$ cat src/rtl/dac_cmd_queue_pkg.sv
// Shared types for the DAC command queue: command word layout and sequencer states.
package dac_pkg;

  localparam int CMD_W = 24;

  typedef struct packed {
    logic [3:0]  comm;
    logic [3:0]  addr;
    logic [15:0] data;
  } dac_cmd_t;

  typedef enum logic [2:0] {
    IDLE,
    LOAD,
    STROBE,
    WAIT_START,
    WAIT_DONE,
    GAP
  } seq_state_t;

endpackage

$ cat src/rtl/dac_cmd_queue_fifo.sv
// Synchronous command FIFO with occupancy level; a push while full is ignored.
module dac_cmd_fifo
  import dac_pkg::*;
#(
  parameter int DEPTH = 8
) (
  input  logic                   clk,
  input  logic                   rst_n,
  input  logic                   push,
  input  logic                   pop,
  input  dac_cmd_t               wr_cmd,
  output dac_cmd_t               rd_cmd,
  output logic                   full,
  output logic                   empty,
  output logic [$clog2(DEPTH):0] level
);

  localparam int AW    = $clog2(DEPTH);
  localparam int LVL_W = AW + 1;

  logic [CMD_W-1:0] mem [DEPTH];
  logic [AW-1:0]    wr_ptr;
  logic [AW-1:0]    rd_ptr;
  logic             do_push;
  logic             do_pop;

  assign do_push = push && !full;
  assign do_pop  = pop && !empty;
  assign full    = (level == LVL_W'(DEPTH));
  assign empty   = (level == '0);
  assign rd_cmd  = dac_cmd_t'(mem[rd_ptr]);

  always_ff @(posedge clk) begin
    if (do_push) mem[wr_ptr] <= wr_cmd;
  end

  always_ff @(posedge clk or negedge rst_n) begin
    if (!rst_n) begin
      wr_ptr <= '0;
      rd_ptr <= '0;
      level  <= '0;
    end else begin
      if (do_push) wr_ptr <= wr_ptr + 1'b1;
      if (do_pop)  rd_ptr <= rd_ptr + 1'b1;
      unique case ({do_push, do_pop})
        2'b10:   level <= level + 1'b1;
        2'b01:   level <= level - 1'b1;
        default: level <= level;
      endcase
    end
  end

endmodule

$ cat src/rtl/dac_cmd_queue.sv
// DAC command queue and sequencer feeding the SPI serializer one command per frame.
// Optional DAC_CMD_COUNT_EN adds a 16-bit wrapping strobe counter output tx_count.
module dac_cmd_queue
  import dac_pkg::*;
#(
  parameter int DEPTH   = 8,
  parameter int GAP_CYC = 64,
  parameter int TMO_CYC = 4096
) (
  input  logic                   clk,
  input  logic                   rst_n,
  input  logic                   wr_en,
  input  logic [3:0]             wr_comm,
  input  logic [3:0]             wr_addr,
  input  logic [15:0]            wr_data,
  output logic                   full,
  output logic                   empty,
  output logic [$clog2(DEPTH):0] level,
  input  logic                   init_done,
  input  logic                   spi_busy,
  output logic [3:0]             comm,
  output logic [3:0]             addr,
  output logic [15:0]            data,
  output logic                   ext_ctrl,
  output logic                   overflow,
  output logic                   err_timeout,
  input  logic                   clr_err
`ifdef DAC_CMD_COUNT_EN
  ,
  output logic [15:0]            tx_count
`endif
);

  localparam int CNT_MAX = (TMO_CYC > GAP_CYC) ? TMO_CYC : GAP_CYC;
  localparam int CNT_W   = $clog2(CNT_MAX);
  localparam logic [CNT_W-1:0] TMO_LAST = CNT_W'(TMO_CYC - 1);
  localparam logic [CNT_W-1:0] GAP_LAST = CNT_W'(GAP_CYC - 1);

  seq_state_t       state;
  seq_state_t       state_nxt;
  logic [CNT_W-1:0] cnt;
  logic             tmo_hit;
  dac_cmd_t         wr_cmd;
  dac_cmd_t         head;
  dac_cmd_t         cmd_q;

  assign wr_cmd = '{comm: wr_comm, addr: wr_addr, data: wr_data};

  dac_cmd_fifo #(
    .DEPTH (DEPTH)
  ) u_fifo (
    .clk    (clk),
    .rst_n  (rst_n),
    .push   (wr_en),
    .pop    (ext_ctrl),
    .wr_cmd (wr_cmd),
    .rd_cmd (head),
    .full   (full),
    .empty  (empty),
    .level  (level)
  );

  always_comb begin
    state_nxt = state;
    tmo_hit   = 1'b0;
    unique case (state)
      IDLE:       if (!empty && init_done && !spi_busy) state_nxt = LOAD;
      LOAD:       state_nxt = STROBE;
      STROBE:     state_nxt = WAIT_START;
      WAIT_START: begin
        if (spi_busy) begin
          state_nxt = WAIT_DONE;
        end else if (cnt == TMO_LAST) begin
          tmo_hit   = 1'b1;
          state_nxt = GAP;
        end
      end
      WAIT_DONE:  if (!spi_busy) state_nxt = GAP;
      GAP:        if (cnt == GAP_LAST) state_nxt = IDLE;
      default:    state_nxt = IDLE;
    endcase
  end

  assign ext_ctrl = (state == STROBE);
  assign comm     = cmd_q.comm;
  assign addr     = cmd_q.addr;
  assign data     = cmd_q.data;

  // cnt restarts on every state change so WAIT_START and GAP each time from zero.
  always_ff @(posedge clk or negedge rst_n) begin
    if (!rst_n) begin
      state       <= IDLE;
      cnt         <= '0;
      cmd_q       <= '0;
      overflow    <= 1'b0;
      err_timeout <= 1'b0;
    end else begin
      state <= state_nxt;
      cnt   <= (state_nxt != state || state == IDLE) ? '0 : cnt + 1'b1;
      if (state == LOAD) cmd_q <= head;
      if (clr_err) begin
        overflow    <= 1'b0;
        err_timeout <= 1'b0;
      end else begin
        if (wr_en && full) overflow <= 1'b1;
        if (tmo_hit)       err_timeout <= 1'b1;
      end
    end
  end

`ifdef DAC_CMD_COUNT_EN
  always_ff @(posedge clk or negedge rst_n) begin
    if (!rst_n)               tx_count <= '0;
    else if (state == STROBE) tx_count <= tx_count + 1'b1;
  end
`endif

endmodule

$ cat config.mk
export PLATFORM = sky130hd
export DESIGN_NAME = dac_cmd_queue
export DESIGN_NICKNAME = d
export VERILOG_FILES = /design/src/rtl/dac_cmd_queue_pkg.sv /design/src/rtl/dac_cmd_queue_fifo.sv /design/src/rtl/dac_cmd_queue.sv
export SDC_FILE = /design/constraint.sdc
export NUM_CORES = 1
export LEC_CHECK = 0
export ABC_AREA = 1
export CAP_MARGIN = 20
export CORE_MARGIN = 2
export CORE_UTILIZATION = 50
export DETAILED_ROUTE_END_ITERATION = 10
export GPL_ROUTABILITY_DRIVEN = 0
export HOLD_SLACK_MARGIN = 0.06
export PLACE_DENSITY = 0.69
export SLEW_MARGIN = 0
export SYNTH_ARGS = -nofsm -noshare
export SYNTH_HDL_FRONTEND = slang
export SYNTH_SLANG_ARGS = --single-unit
$ cat constraint.sdc
create_clock -name clk -period 8 [get_ports clk]
set_clock_uncertainty 0.2 [all_clocks]
set_input_delay 0.8 -clock clk [delete_from_list [all_inputs] [get_ports clk]]
set_output_delay 0.8 -clock clk [all_outputs]
set_load 0.01 [all_outputs]
Word level (Yosys, flattened, before mapping) --
Memories as Yosys holds them, arrays and structs flattened. A register that Yosys moved wholly into a read port is not among the register bits. Index checks and enable logic that the tools add are counted.
Cells by class: add/sub/neg operators 5, eq/ne operators 11, muxes and demuxes 17, reduce and logical (&&, ||, !) cells 15
Operators with widths (number):
- 3-bit one-hot mux with 6 select lines | 1
- 3-bit two-way mux | 5
- 12-bit by 1-bit adder with 12-bit output (second input constant) | 1
- 12-bit equality test (second input constant) | 1
- 12-bit by 6-bit equality test with 1-bit output (second input constant) | 1
- 12-bit two-way mux | 1
- 1-bit two-way mux | 9
- 4-bit one-hot mux with 2 select lines | 1
- 3-bit by 1-bit adder with 3-bit output (second input constant) | 2
- 3-bit by 2-bit equality test with 1-bit output (second input constant) | 2
- 3-bit equality test (second input constant) | 2
- 2-bit nonzero test | 3
- 1-bit logical AND | 5
- 4-bit by 1-bit adder with 4-bit output (second input constant) | 1
- 4-bit equality test (second input constant) | 1
- 1-bit logical NOT | 4
- 4-bit logical NOT | 1
- 4-bit by 1-bit subtractor with 4-bit output (second input constant) | 1
- 3-bit by 1-bit equality test with 1-bit output (second input constant) | 1
- 3-bit logical NOT | 1
- 3-bit != test | 1
- 2-bit by 1-bit equality test with 1-bit output (second input constant) | 1
- 2-bit equality test (second input constant) | 1
- 1-bit logical OR | 1
Storage, ports and cells: register bits after elaboration 27, RAM bits 192, input bits 30, output and inout bits 33, word-level logic and storage cells 56, memories kept 1
Memories:
- u_fifo.mem | words 8, bits a word 24, read ports 1, clocked after Yosys merged registers in 1, write ports 1, RTL line dac_cmd_queue_fifo.sv:21 | logic [CMD_W-1:0] mem [DEPTH];

Logic depth before layout (Yosys ltp) --
Gate-level depths: netlist of run 1.
depth in word-level cells 9, mapped depth 11, depth with buffers taken out 10

Cells and area by module --
Synthesis of run 1 repeated with hierarchy kept, for this count alone.
Unflattened totals: cells, all modules 1071, area, all modules 10667.7 um^2
By module, submodules not included:
- dac_cmd_fifo | times used 1, cells each 911, area each 8837.2 um^2, sequential area each 6015.8 um^2
- dac_cmd_queue | times used 1, cells each 160, area each 1830.5 um^2, sequential area each 1026.0 um^2

Worst setup path after synthesis of run 1 --
No wires, ideal clock.
path type input port to flip-flop, from input wr_en, to memory u_fifo.mem[0][0] (enable), library setup time 0.405 ns, data arrival time 2.235 ns, required time 7.395 ns, setup slack 5.161 ns, stages on the path 3, buffers on the path 0, cell sequence nand2_1 -> or2_2 -> nor2_1
Between the ends: word-level cells in the longest chain between the ends 3
Ends and longest elaborated chain:
- start: declaration | RTL line dac_cmd_queue.sv:12 | input logic wr_en,
- 1-bit logical AND | RTL line dac_cmd_queue_fifo.sv:27 | assign do_push = push && !full;
- 1-bit two-way mux | RTL line dac_cmd_queue_fifo.sv:34 | if (do_push) mem[wr_ptr] <= wr_cmd;
- 1-bit two-way mux (not written as such) | RTL line dac_cmd_queue_fifo.sv:34
- end: declaration | RTL line dac_cmd_queue_fifo.sv:21
No other way between the ends.

Worst setup path in the final report of run 1 --
from register u_fifo.level[1], to output empty
Between the ends: word-level cells in the longest chain between the ends 1
Ends and longest elaborated chain:
- start: declaration | RTL line dac_cmd_queue_fifo.sv:15 | output logic [$clog2(DEPTH):0] level
- start signal: assignment | RTL line dac_cmd_queue_fifo.sv:46 | 2'b10: level <= level + 1'b1;
- start signal: assignment | RTL line dac_cmd_queue_fifo.sv:47 | 2'b01: level <= level - 1'b1;
- start signal: assignment | RTL line dac_cmd_queue_fifo.sv:48 | default: level <= level;
- 4-bit logical NOT | RTL line dac_cmd_queue_fifo.sv:30 | assign empty = (level == '0);
- end: declaration | RTL line dac_cmd_queue.sv:17 | output logic empty,
No other way between the ends.

==> flow_summary.toml, run 1 <==
[cells_and_area]
drive_gt1_share_pct = 10.6
area_growth_pct = 17.8
nets = 887
layout_common_cells = "edfxtp_1 (192), nor2_1 (155), o21ai_0 (113)"
fin_area_mm2 = 0.0116
num_antenna_cells = 0
regArea_mm2 = 0.00704
fillers = 1564
fin_util_pct = 59.7
multi_input_area_mm2 = 0.00243
final_common_cell = "edfxtp_1"
stdcell_count = 1135

[grt]
track_usage_pct = 19.5
antenna_found_initial = 0
grt_pass1_wl_um = 31000
grt_pass1_vias = 5771
overflow = 0
grt_max_degree = 99

[logic_synthesis]
synth_top_cell_by_area = "edfxtp_1"
synth_ff_type = "edfxtp_1"
synth_edf_count = 192
synth.avg_cell_area_um2 = 12.5
synth_top_area_share_pct = 58.7
yosys_warnings = 0
async_flop_share_pct = 21.0
synth_cells = 789
synth.distinct_cells = 35
synth.area.top_cells = "edfxtp_1 (59%), dfrtp_1 (13%), nor2_1 (6.2%)"
ys_seq_elements = 243
seq_area_frac_synth_pct = 71.7
syn_area_mm2 = 0.00982
synth_nets = 826

[timing]
slew_headroom_pct = 33.5
rsz0062_at_grt = "no"
layout_setup_ws_ns = 5.14
setup-violations-final = 0
slew_viol_final = 0
hold_viol_final = 0
period_share_pct = 35.7
timing.hold.ws_ns = 0.223
setup-tns-final_ns = 0
finalCriticalPeriod_ns = 2.86
fmax_mhz = 350
worstMarginPinSlew_ns = 0.998

[routing]
first_pass_iters = 4
ant_nets = 0
routed_wirelength_um = 19600
remaining_drc_errors = 0
wl_per_cell_um = 17.2
highest_layer = "met4"
wl_met1_um = 8720
first_iter_violations = 582
viasPerCell = 5.32
vias = 6033
dr_wl_met2_um = 9430
dr_wl_met3_um = 1060

[clock_network]
cts-root-buf = "clkbuf_16"
cts.sinks = 243
cts_tree = "yes"
post_cts_resized = 0
holdBufCountCts = 0
postCtsSetupBuffers = 0
path_clk_slew_ns = 0.06
numCtsBuffers = 26
htree_num_levels = 1
cts_max_path_buffers = 3
clk_latency_ns = 0.52

[die]
ios = 63
core_area_mm2 = 0.0194
die_h_um = 144
start_util_pct = 50.6
num_rows = 51
dieArea_mm2 = 0.0208
die_w_um = 144

[place]
place_area_mm2 = 0.0107
dpl.hpwl_um = 10300
pre_cts_slack_ns = 4.82
dp.cells = 1087
portBuffers = 62

[setup_path]
cp-end-kind = "primary output"
endpoint = "empty"
critPathKind = "reg -> out"
cp_slowest_stage_delay_ns = 0.55
critPathArrivalTime_ns = 1.86
slowest_stage = "clkdlybuf4s50_1"
cp-startpoint = "u_fifo.level[1]"
path_max_fanout = 5
cp_top_family = "buffers and inverters"
crit_chain = "nor2_1, nand2_1, inv_1, clkdlybuf4s50_1"
cp_data_required_time_ns = 7.00
worst-path-buf-inv = 2
start_kind = "flop"
cp.depth = 4
r2r-start = "u_fifo.level[1]"
timing.rr.end = "u_fifo.mem[7][13]"
ff2ff_path_depth = 7
r2r_setup_slack_ns = 5.45

[worst_hold_path]
worstHoldPathType = "in -> async"

[power]
pwr_density_cell_mw_per_mm2 = 369
p_leak_nw = 4.08
fin_total_pwr_mw = 4.27
vdd_drop_max_uv = 221

[run]
maxCapViolCount = 0

[status]
status = "finished clean"
==> worst min-delay path by stage <==
stage	slack, ns	start	endpoint	cells after the start
floorplan	0.22	cnt[0]	cnt[0]	1
global placement	0.24	cnt[0]	cnt[0]	1
detailed placement	0.26	cnt[0]	cnt[0]	1
CTS	0.25	rst_n	u_fifo.level[1]	2
global route	0.29	rst_n	u_fifo.level[0]	2
finish	0.22	rst_n	u_fifo.level[2]	2
==> cells in the mapped netlist (10+ instances only) <==
cell type and n:
dfrtp_1 51, inv_1 41, nor2_2 10, o211ai_1 48, nor2_1 163, o21ai_1 16
clkbuf_1 24, o21ai_0 113, nand2_1 30, nand3_1 25, xor2_1 11, edfxtp_1 192
buf_2 13
==> final cells by class <==
cell class	count	share of cell area, %
Tap cell	265	2.86
Inverter	45	1.47
Multi-Input combinational cell	458	21.0
Sequential cell	243	60.9
Timing Repair Buffer	76	6.23
Clock inverter	7	0.811
Clock buffer	41	6.72
==> power by group <==
group	leakage [nW]	internal [mW]	switching, mW
clock network	0.425	0.731	0.465
logic	1.26	0.482	0.859
registers	2.39	1.62	0.110
total	4.08	2.83	1.43
==> per-layer routing <==
| layer | global-route usage [%] | vias up |
|---|---|---|
| li1 | - | 2913 |
| met1 | 27.3 | 2930 |
| met2 | 32.6 | 163 |
| met3 | 2.62 | 27 |
| met4 | 4.85 | 0 |
| met5 | 0 | - |
==> worst reg2reg max path, cell delays in order (launching register included) <==
cell     delay, ns
dfrtp_1       0.43
nor2_1        0.09
nand3_1       0.10
nand2_1       0.13
inv_1         0.13
nand2_1       0.18
nor2_2        0.59
buf_4         0.39
==> registers in the layout, indices dropped and copies added (netlist names) <==
signal,flops
addr,4
overflow,1
cnt,12
state,3
u_fifo.level,4
err_timeout,1
comm,4
u_fifo.wr_ptr,3
u_fifo.rd_ptr,3
data,16
u_fifo.mem,192
==> logic make-up after synthesis <==
family | after synthesis | share of synthesized area [%]
simple gates | 251 | 11.3
xor+xnor | 17 | 1.52
fa+ha+maj | 7 | 0.968
mux | 2 | 0.229
buf+inv | 88 | 3.80
flops | 243 | 71.7
compound gates | 181 | 10.5
(Power assumes the default switching activity.)
==> run 2, diff against run 1 <==
--- a/config.mk
+++ b/config.mk
@@ -12,7 +12,7 @@
 export DETAILED_ROUTE_END_ITERATION = 10
 export GPL_ROUTABILITY_DRIVEN = 0
 export HOLD_SLACK_MARGIN = 0.06
-export PLACE_DENSITY = 0.69
+export PLACE_DENSITY = 0.72
 export SLEW_MARGIN = 0
 export SYNTH_ARGS = -nofsm -noshare
 export SYNTH_HDL_FRONTEND = slang
==> constraint.sdc (replaced) <==
create_clock -name clk -period 2.45 [get_ports clk]
set_clock_uncertainty 0.2 [all_clocks]
set_input_delay 0.245 -clock clk [delete_from_list [all_inputs] [get_ports clk]]
set_output_delay 0.245 -clock clk [all_outputs]
set_load 0.01 [all_outputs]
==> run 2 against run 1 <==
Net effect:
- cell area increased by 2.7%
- non-clock buffer count up 26
- routed wire length increased by 1.7%
- sequential share of layout area fell by 1.6 points
- setup slack worse by 5.0 ns
- clock-buffer cell count down 10
- combinational power rose to 3.6 times the previous value
- critical path depth increased by 5
- global-route usage rose by 0.12 points
- total power rose to 3.4 times the previous value
- hold slack got worse by 0.12 ns
- die area is the same
==> flow_summary.toml, run 2 (synthesized netlist as in run 1, its figures left out) <==
[status]
status = "finished clean"

[clock_network]
clk_latency_ns = 0.52
cts.sinks = 243
path_clk_slew_ns = 0.06
htree_num_levels = 1
numCtsBuffers = 25
cts-root-buf = "clkbuf_16"
cts_tree = "yes"
cts_max_path_buffers = 3

[place]
pre_cts_slack_ns = 0.0402
dp.cells = 1111
place_area_mm2 = 0.0110
dpl.hpwl_um = 11900
portBuffers = 62

[timing]
period_share_pct = 94.2
setup-tns-final_ns = 0
slew_viol_final = 0
slew_headroom_pct = 53.9
finalCriticalPeriod_ns = 2.31
layout_setup_ws_ns = 0.142
fmax_mhz = 433
worstMarginPinSlew_ns = 0.692
rsz0062_at_grt = "no"
setup-violations-final = 0
hold_viol_final = 0
timing.hold.ws_ns = 0.0992

[power]
internal_power_mw = 9.70
switchingPower_mw = 4.77
swShare_pct = 33.0
p_leak_nw = 4.24
pwr-share-clk_pct = 27.8
fin_total_pwr_mw = 14.5
combPwrFrac_pct = 33.7
pwr_density_cell_mw_per_mm2 = 1220
seq_power_share_pct = 38.5
vdd_drop_max_uv = 963

[cells_and_area]
largest_reg_flops = 192
fin_area_mm2 = 0.0119
stdcell_count = 1158
nets = 912
layout_common_cells = "edfxtp_1 (192), nor2_1 (155), o21ai_0 (113)"
fin_util_pct = 61.3
area_growth_pct = 21.1
num_antenna_cells = 0
final_common_cell = "edfxtp_1"
top_register = "u_fifo.mem"
drive_gt1_share_pct = 13.4

[die]
die_w_um = 144
ios = 63
die_h_um = 144
core_area_mm2 = 0.0194
num_rows = 51
start_util_pct = 50.6
dieArea_mm2 = 0.0208

[worst_hold_path]
worstHoldPathType = "in -> reg"

[grt]
antenna_found_initial = 0
grt_max_degree = 99
track_usage_pct = 19.6
grt_pass1_vias = 6048
overflow = 0
grt_pass1_wl_um = 31600

[routing]
remaining_drc_errors = 0
wl_per_cell_um = 17.2
viasPerCell = 5.33
routed_wirelength_um = 19900
first_pass_iters = 5
first_iter_violations = 528
ant_nets = 0
vias = 6169

[setup_path]
cp-end-kind = "flop"
start_kind = "flop"
cp_data_required_time_ns = 2.65
path_max_fanout = 5
critPathArrivalTime_ns = 2.51
critPathKind = "reg -> reg"

[run]
maxCapViolCount = 0
==> run 2: path summary, 6_finish.rpt <==
kind	start	cells after the start	end	slack, ns
max	state[0]	9	u_fifo.level[3]	0.14
min	clr_err	2	overflow	0.1
max reg2reg	state[0]	9	u_fifo.level[3]	0.14
min reg2reg	cnt[0]	1	cnt[0]	0.27
max in group asynchronous	rst_n	3	data[2]	1.34
min in group asynchronous	rst_n	2	overflow	0.12
==> run 2: per-layer routing <==
metal | up-vias | wire (µm) | global-route usage (%)
li1 | 2955 | - | -
met1 | 3018 | 8800 | 27.3
met2 | 166 | 9700 | 32.5
met3 | 30 | 971 | 2.81
met4 | 0 | 425 | 5.47
met5 | - | 0 | 0
==> run 2: power by group through the flow <==
stage	clock network (mW)	logic [mW]	registers, mW
global route	4.23	5.45	5.65
floorplan	0	2.93	5.73
finish	4.02	4.87	5.57
global placement	0	4.78	5.63
CTS	4.08	4.94	5.57
detailed placement	0	4.89	5.65
==> run 2: what timing repair did <==
action / 4_1_cts / 5_1_grt
buffers inserted: 0 / 1
hold endpoints to repair: 51 / 0
hold buffers: 1 / 0
resized for setup: 0 / 1
endpoints found under the setup margin: 0 / 1
==> run 2: critical path, cell delays in order, from the launching register on <==
cell	delay (ns)
dfrtp_1	0.39
nor3_2	0.23
inv_2	0.11
nor2_4	0.11
ha_2	0.22
ha_1	0.27
a21oi_1	0.14
o21ai_0	0.11
xor2_1	0.15
mux2_2	0.27
==> run 2: cell type report <==
cell class	count	area (µm²)
Clock buffer	31	648
Clock inverter	14	230
Fill cell	1504	7510
Inverter	45	169
Multi-Input combinational cell	458	2440
Sequential cell	243	7040
Tap cell	265	332
Timing Repair Buffer	102	1030
==> run 3, diff against run 2 <==
--- a/config.mk
+++ b/config.mk
@@ -12,8 +12,9 @@
 export DETAILED_ROUTE_END_ITERATION = 10
 export GPL_ROUTABILITY_DRIVEN = 0
 export HOLD_SLACK_MARGIN = 0.06
-export PLACE_DENSITY = 0.72
+export PLACE_DENSITY = 0.71
 export SLEW_MARGIN = 0
 export SYNTH_ARGS = -nofsm -noshare
 export SYNTH_HDL_FRONTEND = slang
+export SYNTH_HIERARCHICAL = 1
 export SYNTH_SLANG_ARGS = --single-unit
==> run 3 against run 2 <==
Net effect:
- register-to-register slack better by 0.07 ns
- synthesized area grew 8.6%
- highest routed layer unchanged
- cell area grew 8.0%
- sequential share of layout area decreased by 4.4 points
==> flow_summary.toml, run 3 <==
[status]
status = "finished clean"

[logic_synthesis]
synth.avg_cell_area_um2 = 9.96
synth_ff_type = "edfxtp_1"
synth_nets = 1108
seq_area_frac_synth_pct = 66.0
synth_top_family_by_area = "simple AND/OR/NAND/NOR gates"
yosys_warnings = 6
synth_cells = 1071
synth_most_common_cell = "nand2_1"
synth_compound_area_share_pct = 0.528
synth.area.top_cells = "edfxtp_1 (54%), nand2_1 (12%), dfrtp_1 (12%)"
synth_top_cell_by_area = "edfxtp_1"
netlist_top_cells_count = "nand2_1 (355), nor2_1 (207), edfxtp_1 (192)"
syn_area_mm2 = 0.0107
synth-xor-area-share_pct = 1.31
synth-simple-area-share_pct = 22.4
ys_seq_elements = 243
async_flop_share_pct = 21.0
synth.distinct_cells = 31
muxShareOfSynthArea_pct = 2.53
synth_edf_count = 192
synth-adder-area-share_pct = 0.891
synth_top_area_share_pct = 54.0

[cells_and_area]
fillers = 1646
largest_reg_flops = 192
fin_util_pct = 61.3
nets = 1189
layout_common_cells = "nand2_1 (355), nor2_1 (207), edfxtp_1 (192)"
top_register = "u_fifo/mem"
drive_gt1_share_pct = 11.3
area_growth_pct = 20.4
stdcell_count = 1447
final_common_cell = "nand2_1"
num_antenna_cells = 0

[routing]
first_pass_iters = 4
routed_wirelength_um = 20900
wl_per_cell_um = 14.5
vias = 6906
remaining_drc_errors = 0
ant_nets = 0
first_iter_violations = 405
viasPerCell = 4.77

[clock_network]
htree_num_levels = 1
cts-root-buf = "clkbuf_16"
postCtsSetupBuffers = 0
cts.sinks = 243
numCtsBuffers = 26
clk_latency_ns = 0.51
cts_max_path_buffers = 3
path_clk_slew_ns = 0.06
post_cts_resized = 0
cts_tree = "yes"

[setup_path]
ff2ff_path_depth = 12
r2r_setup_slack_ns = 0.21
critPathArrivalTime_ns = 1.85
cp-end-kind = "primary output"
r2r-start = "state[2]"
timing.rr.end = "u_fifo/level[3]"
cp_data_required_time_ns = 2.01
cp-startpoint = "u_fifo/level[0]"
path_max_fanout = 5
critPathKind = "reg -> out"
start_kind = "flop"
endpoint = "full"

[grt]
grt_max_degree = 51
grt_pass1_vias = 6724
antenna_found_initial = 0
overflow = 0
grt_pass1_wl_um = 34000
track_usage_pct = 19.4

[power]
p_leak_nw = 5.56
pwr_density_cell_mw_per_mm2 = 1180
vdd_drop_max_uv = 729
fin_total_pwr_mw = 15.2

[die]
dieArea_mm2 = 0.0225
die_w_um = 150
die_h_um = 150
core_area_mm2 = 0.0210
ios = 63
num_rows = 53
start_util_pct = 50.9

[timing]
worstMarginPinSlew_ns = 0.656
hold_viol_final = 0
period_share_pct = 93.7
finalCriticalPeriod_ns = 2.29
setup-violations-final = 0
fmax_mhz = 436
rsz0062_at_grt = "no"
setup-tns-final_ns = 0
slew_viol_final = 0
slew_headroom_pct = 56.3

[place]
dp.cells = 1395
dpl.hpwl_um = 12500
portBuffers = 62

[worst_hold_path]
worstHoldPathType = "in -> async"

[run]
maxCapViolCount = 0
-- run 3: critical path, cell delays in order (launching register included) --
cell	delay [ns]
dfrtp_1	0.42
nor2_1	0.17
nand3_1	0.12
inv_1	0.09
clkdlybuf4s50_1	0.53
-- run 3: cells by family (layout without fill, tap and decap cells) --
group                      Yosys count  after routing
adders and majority gates            7              7
and+or+nand+nor                    607            607
xor gates and xnor gates            16             16
AOI/OAI and AO/OA                   10             10
muxes                               24             24
buffers and inverters              164            265
DFF                                243            243
-- run 3: where the power goes --
group / leakage [nW] / internal, mW / switching (mW)
clock network: 0.446 / 2.46 / 1.50
logic: 2.73 / 2.26 / 3.27
registers: 2.38 / 5.28 / 0.429
-- run 3: timing repair --
item | 4_1_cts | 5_1_grt
endpoints found under the hold margin | 51 | 0
endpoints found under the setup margin | 0 | 0
hold buffers | 2 | 0
-- run 3: per-layer routing --
metal,GRT usage [%],share of wire (%)
met5,0,0
met4,4.76,1.8
met3,2.80,3.5
met2,34.5,50
met1,25.3,44
-- run 3: metrics by stage --
step	setup WS (ns)	hold WS, ns	area (µm²)
detailed placement	0.180	0.0595	11900
global route	0.0157	0.104	12800
global placement	0.218	0.0592	11900
CTS	0.129	0.0838	12800
floorplan	-0.0431	-0.251	10700
finish	0.155	0.0855	12800
-- run 3: layout make-up --
cell class | count | area (µm²) | area share (%)
inverter | 123 | 462 | 3.60
clock inverter | 8 | 88.8 | 0.692
clock buffer | 40 | 805 | 6.27
sequential | 243 | 7050 | 54.9
timing repair buffer | 94 | 1050 | 8.19
multi-input combinational | 664 | 3040 | 23.7
tap | 275 | 344 | 2.68
-- run 3: how the worst min path moves through the flow --
stage	start	to	slack, ns	cells past startpoint
final	rst_n	data[7]	0.09	3
after CTS	clr_err	overflow	0.08	2
after global placement	rst_n	data[6]	0.06	1
after global routing	clr_err	overflow	0.10	2
after detailed placement	rst_n	data[6]	0.06	1
after floorplan	rst_n	addr[0]	-0.25	0
